===== src/rtl/vote_session_ctrl.sv =====
// Session controller for the 4-voter majority system: opens on start, takes at most one
// ballot per voter until all have voted or the window expires, then tallies and holds the result.
module vote_session_ctrl #(
  parameter int WINDOW_CYCLES  = 16,
  parameter int PASS_THRESHOLD = 3
) (
  input  logic       clk,
  input  logic       rst_n,
  input  logic       start,
  input  logic [3:0] vote_req,
  input  logic [3:0] vote_val,
  output logic [3:0] vote_ack,
  output logic [3:0] voted_mask,
  output logic       busy,
  output logic       done,
  output logic       result,
  output logic [2:0] yes_count,
  output logic       timeout
);

  typedef enum logic [1:0] {
    IDLE   = 2'd0,
    OPEN   = 2'd1,
    DECIDE = 2'd2,
    RESULT = 2'd3
  } state_t;

  state_t     state_r;
  state_t     state_nx_s;
  logic [3:0] accept_s;
  logic       full_next_s;
  logic       expire_s;
  logic       close_s;
  logic [2:0] tally_s;

  logic [7:0] count_r;
  logic [3:0] ballot_r;
  logic [3:0] vote_ack_r;
  logic [3:0] voted_mask_r;
  logic       busy_r;
  logic       done_r;
  logic       result_r;
  logic [2:0] yes_count_r;
  logic       timeout_r;

  function automatic logic [2:0] popcount4(input logic [3:0] v);
    popcount4 = {2'b00, v[0]} + {2'b00, v[1]} + {2'b00, v[2]} + {2'b00, v[3]};
  endfunction

  // Non-voters hold whatever is left in ballot_r, so mask them out of the tally.
  assign tally_s = popcount4(ballot_r & voted_mask_r);

  // Next-state decode plus per-cycle ballot acceptance and close detection.
  always_comb begin
    state_nx_s  = state_r;
    accept_s    = 4'b0000;
    full_next_s = 1'b0;
    expire_s    = 1'b0;
    close_s     = 1'b0;
    case (state_r)
      IDLE: begin
        if (start) state_nx_s = OPEN;
        else       state_nx_s = IDLE;
      end
      OPEN: begin
        accept_s    = vote_req & ~voted_mask_r;
        full_next_s = ((voted_mask_r | accept_s) == 4'b1111);
        expire_s    = (count_r == 8'(WINDOW_CYCLES - 1));
        close_s     = full_next_s | expire_s;
        if (close_s) state_nx_s = DECIDE;
        else         state_nx_s = OPEN;
      end
      DECIDE: state_nx_s = RESULT;
      RESULT: begin
        if (start) state_nx_s = OPEN;
        else       state_nx_s = RESULT;
      end
      default: state_nx_s = IDLE;
    endcase
  end

  // State, session registers and registered outputs.
  always_ff @(posedge clk) begin
    if (!rst_n) begin
      state_r      <= IDLE;
      count_r      <= 8'd0;
      ballot_r     <= 4'b0000;
      vote_ack_r   <= 4'b0000;
      voted_mask_r <= 4'b0000;
      busy_r       <= 1'b0;
      done_r       <= 1'b0;
      result_r     <= 1'b0;
      yes_count_r  <= 3'd0;
      timeout_r    <= 1'b0;
    end else begin
      state_r    <= state_nx_s;
      vote_ack_r <= accept_s;
      done_r     <= (state_r == DECIDE);
      busy_r     <= (state_nx_s == OPEN) || (state_nx_s == DECIDE);
      case (state_r)
        IDLE, RESULT: begin
          if (start) begin
            count_r      <= 8'd0;
            ballot_r     <= 4'b0000;
            voted_mask_r <= 4'b0000;
            result_r     <= 1'b0;
            yes_count_r  <= 3'd0;
            timeout_r    <= 1'b0;
          end
        end
        OPEN: begin
          count_r      <= count_r + 8'd1;
          voted_mask_r <= voted_mask_r | accept_s;
          ballot_r     <= (ballot_r & ~accept_s) | (vote_val & accept_s);
          if (close_s) timeout_r <= expire_s & ~full_next_s;
        end
        DECIDE: begin
          yes_count_r <= tally_s;
          result_r    <= (tally_s >= 3'(PASS_THRESHOLD));
        end
        default: begin
          count_r <= 8'd0;
        end
      endcase
    end
  end

  assign vote_ack   = vote_ack_r;
  assign voted_mask = voted_mask_r;
  assign busy       = busy_r;
  assign done       = done_r;
  assign result     = result_r;
  assign yes_count  = yes_count_r;
  assign timeout    = timeout_r;

endmodule


===== config.mk =====
export PLATFORM = sky130hd
export DESIGN_NAME = vote_session_ctrl
export DESIGN_NICKNAME = d
export VERILOG_FILES = /design/src/rtl/vote_session_ctrl.sv
export SDC_FILE = /design/constraint.sdc
export NUM_CORES = 1
export LEC_CHECK = 0
export ABC_AREA = 1
export BUFFER_PORTS_ARGS = -buffer_cell sky130_fd_sc_hd__buf_2
export CORE_ASPECT_RATIO = 0.6
export CORE_UTILIZATION = 45
export CTS_CLUSTER_SIZE = 20
export DETAILED_ROUTE_END_ITERATION = 10
export GPL_TIMING_DRIVEN = 1
export PLACE_DENSITY = 0.67
export SLEW_MARGIN = 15
export SYNTH_ARGS = -nofsm -noshare
export SYNTH_HDL_FRONTEND = slang
export SYNTH_SLANG_ARGS = --single-unit

===== constraint.sdc =====
create_clock -name clk -period 4.6 [get_ports clk]
set_input_delay 0.23 -clock clk [delete_from_list [all_inputs] [get_ports clk]]
set_output_delay 0.23 -clock clk [all_outputs]
set_load 0.02 [all_outputs]

# After elaboration in Yosys (flattened, before gate mapping)
# Index checks and enable logic that the tools add are counted.
# totals
output_inout_bits,15
ff_bits,29
elab_cells,63
input_bits,11
# op_classes
muxes,19
n_eq_ne,9
bitwise_logic,12
n_addsub,4
order_cmp,1
n_reduce_logical,8
# op_table
op,count
$and 4x4->4,4
$pmux 4 s2,2
$pmux 8 s2,1
$or 4x4->4,3
$add 8x1->8 const B,1
$eq 8x4->1 const B,1
$mux 4,2
$mux 8,1
$not 4->4,2
$pmux 2 s4,1
$eq 2x2->1 const B,3
$mux 1,6
$pmux 3 s2,1
$eq 2x1->1 const B,2
$eq 4x4->1 const B,1
$mux 2,2
$ne 2x2->1 const B,2
$pmux 1 s2,2
$reduce_and 2->1,2
$reduce_bool 2->1,2
$add 2x1->3,1
$add 3x1->3,1
$ge 3x2->1 const B,1
$mux 3,1
other kinds (8),8

# Logic depth before layout (Yosys ltp)
# depth
word_depth,9
depth_mapped,12
ltp_nobuf,12

# Worst setup path before layout
# OpenSTA, ideal clock, no wires.
# synth_timing
kind,register to register
start,"register voted_mask_r[1], in the netlist voted_mask[1]"
end,"register result_r, in the netlist result"
setup_ns,0.074
path_buffers,0
stages_incl_launch_ff,8
path_slack_ns,2.814
arrival_time_ns,1.711
synth_period_minus_slack_ns,1.786
required_time_ns,4.526
path_cell_list,dfxtp_1 > nand2_1 > inv_1 > fa_1 > ha_1 > ha_1 > nand3_1 > a31oi_1
# synth_via
elab_chain_len,6
# synth_lines
item,line,rtl
start: declaration,39,logic [3:0] voted_mask_r;
start signal: assignment,113,voted_mask_r <= voted_mask_r | accept_s;
$and 4x4->4,51,assign tally_s = popcount4(ballot_r & voted_mask_r);
$add 1x1->2,47,"popcount4 = {2'b00, v[0]} + {2'b00, v[1]} + {2'b00, v[2]} + {2'b00, v[3]};"
$add 2x1->3,47,
$add 3x1->3,47,
$ge 3x2->1,119,result_r <= (tally_s >= 3'(PASS_THRESHOLD));
$pmux 1 s2,100,case (state_r)
end signal: assignment,119,
end: declaration,42,logic result_r;
# No other way between the ends.
# A chain may end at the register's enable or synchronous reset.

# Worst setup path in the final report
# layout_timing
start,register state_r[1]
end,"register timeout_r, in the netlist timeout"
# layout_via
elab_chain_len,6
elab_cells_between_ends,15
classes_between,4 x eq/ne; 5 x mux; 2 x bitwise; 4 x reduce/logical
# layout_lines
item,line,rtl
start: declaration,28,state_t state_r;
start signal: assignment,96,state_r <= state_nx_s;
$eq 2x1->1,"60, 100",
$mux 1,60,case (state_r)
$not 1->1,115,if (close_s) timeout_r <= expire_s & ~full_next_s;
$and 1x1->1,115,
$mux 1,115,
$pmux 1 s2,100,
end signal: assignment,115,
end: declaration,44,logic timeout_r;
# Several ways; a longest one is shown, not always the timed one. The select of a mux whose other input is x is not followed.

==> results.cfg <==
[clock_network]
post_cts_resized = 0
cts.sinks = 29
clk_latency_ns = 0.28
cts_inserted_buffers = 5
cts.clk_slew.worst_paths_ns = 0.06
cts.path.max_buffers = 2
hold_buffers = 0
cts_root_buf = clkbuf_8
cts_setup_buffers = 0
cts_tree = yes
htree_levels = 2

[yosys]
synthArstFlopShare_pct = 0
synth_top_area_share_pct = 41.5
synthTopCellsByCount = 33 x nor2_1, 32 x nand2_1, 29 x dfxtp_1
synth_fp_nets = 206
syn_inst = 187
ys_types = 27
ys_seq_area_share_pct = 41.5
yosys_warnings = 0
syn_area_um2 = 1400
ys_top_cells_by_area = dfxtp_1 41%, nor2_1 8.8%, nand2_1 8.6%, ha_1 6.3%, inv_1 6.2%
synth_most_common_cell = nor2_1
postSynthAreaPerCell_um2 = 7.49
synth_edf_count = 0
synth_flop_cell = dfxtp_1
ys_ff_latch = 29
synth_top_area_cell = dfxtp_1

[global_route]
antenna_found_initial = 0
grt_max_degree = 14
grt.total_usage_pct = 20.2
grt_pass1_wl_um = 4700
gr-total-overflow = 0
grt_pass1_vias = 1052

[final_layout]
nets = 233
diodes = 0
layout-drive-gt1-share_pct = 20.9
final_area_um2 = 1610
seq_area_um2 = 581
fin_cells = 257
multi_input_area_um2 = 682
fillers = 282
area_growth_syn_to_layout_pct = 15.2

[pwr]
leakagePower_nw = 0.768
pwr-share-comb_pct = 12.9
internal_power_mw = 0.385
powerDensity_nw_per_um2 = 330
ir_drop_uv = 173
p_clk_share_pct = 37.4
finalPower_mw = 0.532
p_sw_mw = 0.147
swShare_pct = 27.6
pwr-share-seq_pct = 49.8

[drt]
wire_per_inst_um = 11.6
route.detailed.drc = 0
viasPerCell = 4.77
firstDrtPassIters = 4
drt-total-wl_um = 2990
postRouteAntennaNets = 0
num_vias = 1226
drtIter0Drc = 66

[placement]
dpl.hpwl_um = 2300
io_buffers = 25
dpl_cell_area_um2 = 1530
post-place-cells = 249
globalplace.congestion = 0.819

[timing]
fin_skew_ns = 0.00660
setup_tns_ns = 0
period_minus_slack_ns = 2.27
setup-violations-final = 0
maxSlewViolCount = 0
grt_setup_unrepaired = no
hold_viol = 0
fin_crit_sh_pct = 49.3
worst_pin_slew_ns = 0.564
slew_headroom_pct = 62.0
fmaxAchievable_mhz = 441

[floorplanning]
die_x_um = 74.0
dieArea_um2 = 3350
num_io_pins = 26
core_area_um2 = 2910
die_y_um = 45.2
start_util_pct = 48.1
rows = 15

[critical_path]
required_ns = 4.78
critPathArrivalTime_ns = 2.44
startpoint = state_r[1]
worstPathMaxFanout = 12
endpoint_kind = flip-flop
crit_path_start_kind = flip-flop
critical_path_class = flip-flop to flip-flop
r2r-start = state_r[1]

[worst_hold_path]
hp-start = rst_n
hold_class = input pin to flip-flop

[outcome]
outcome = finished clean

[job]
max_cap_viol_count = 0
## routing by layer
layer  vias to the layer above  GRT usage, %  wire [µm]
met5                         -             0          0
met4                         0          11.9         48
met3                         6          6.92        199
met2                        35          27.5       1190
met1                       538          27.7       1550
li1                        647             -          -
## through the flow
stage	util (%)	hold WS [ns]	setup slack (ns)
2_1_floorplan	-	0.328	2.81
3_3_place_gp	52.6	0.448	2.46
3_5_place_dp	52.6	0.457	2.34
4_1_cts	55.4	0.202	2.34
5_1_grt	55.4	0.208	2.11
6_report	55.4	0.206	2.33
## worst max-delay path, stage by stage, from the launching register on
cell and delay [ns]:
dfxtp_1 0.32, inv_1 0.09, ha_1 0.43, nor2_2 0.11
nor2_4 0.28, inv_2 0.18, o21ai_2 0.43, inv_1 0.16
o21ai_0 0.11, nor2_1 0.06
## cell usage in the layout, fill, tap and decap left out, drive strengths merged
master	synthesis	final
fa	1	1
o21ai	3	3
nand3b	4	4
a31oi	1	1
a41oi	1	1
and3	1	1
inv	24	24
nor3	14	14
nand2	35	35
dfxtp	29	29
a211oi	1	1
nand3	6	6
ha	7	7
a21oi	15	15
buf	3	25
clkbuf	2	6
nor2	39	39
clkinv	0	2
nand4	1	1
## worst paths after layout
kind / end / slack (ns) / depth (start not counted)
hold reg to reg: yes_count[0] / 0.47 / 2
setup reg to reg: timeout / 2.33 / 9
setup / recovery: timeout / 2.33 / 9
hold / removal: done / 0.21 / 3
## registers in the layout, indices dropped and copies added (netlist names)
signal and cells:
voted_mask 4, result 1, done 1, count_r 8
state_r 2, yes_count 3, vote_ack 4, timeout 1
ballot_r 4, busy 1
## cells by family (layout without fill, tap and decap cells)
| kind of cell | Yosys count | in the layout | share of synthesized area [%] |
|---|---|---|---|
| and+or+nand+nor | 100 | 100 | 32.7 |
| buffers and inverters | 29 | 57 | 9.83 |
| adders and majority gates | 8 | 8 | 7.69 |
| DFF | 29 | 29 | 41.5 |
| AOI/OAI and AO/OA | 21 | 21 | 8.31 |
## area by class of cell
cell class                 count  share of cell area (%)
timing repair buffer          25                    7.76
clock inverter                 2                   0.621
multi-input combinational    129                    42.3
sequential                    29                    36.0
clock buffer                   6                    4.50
inverter                      24                    5.59
tap                           42                    3.26
## power by group through the flow
stage | combinational (mW) | clock (mW) | sequential (mW)
global placement | 0.0660 | 0 | 0.270
finish | 0.0686 | 0.199 | 0.265
global route | 0.0773 | 0.215 | 0.266
floorplan | 0.0486 | 0 | 0.276
CTS | 0.0685 | 0.204 | 0.265
detailed placement | 0.0683 | 0 | 0.270
(Power assumes the default switching activity.)
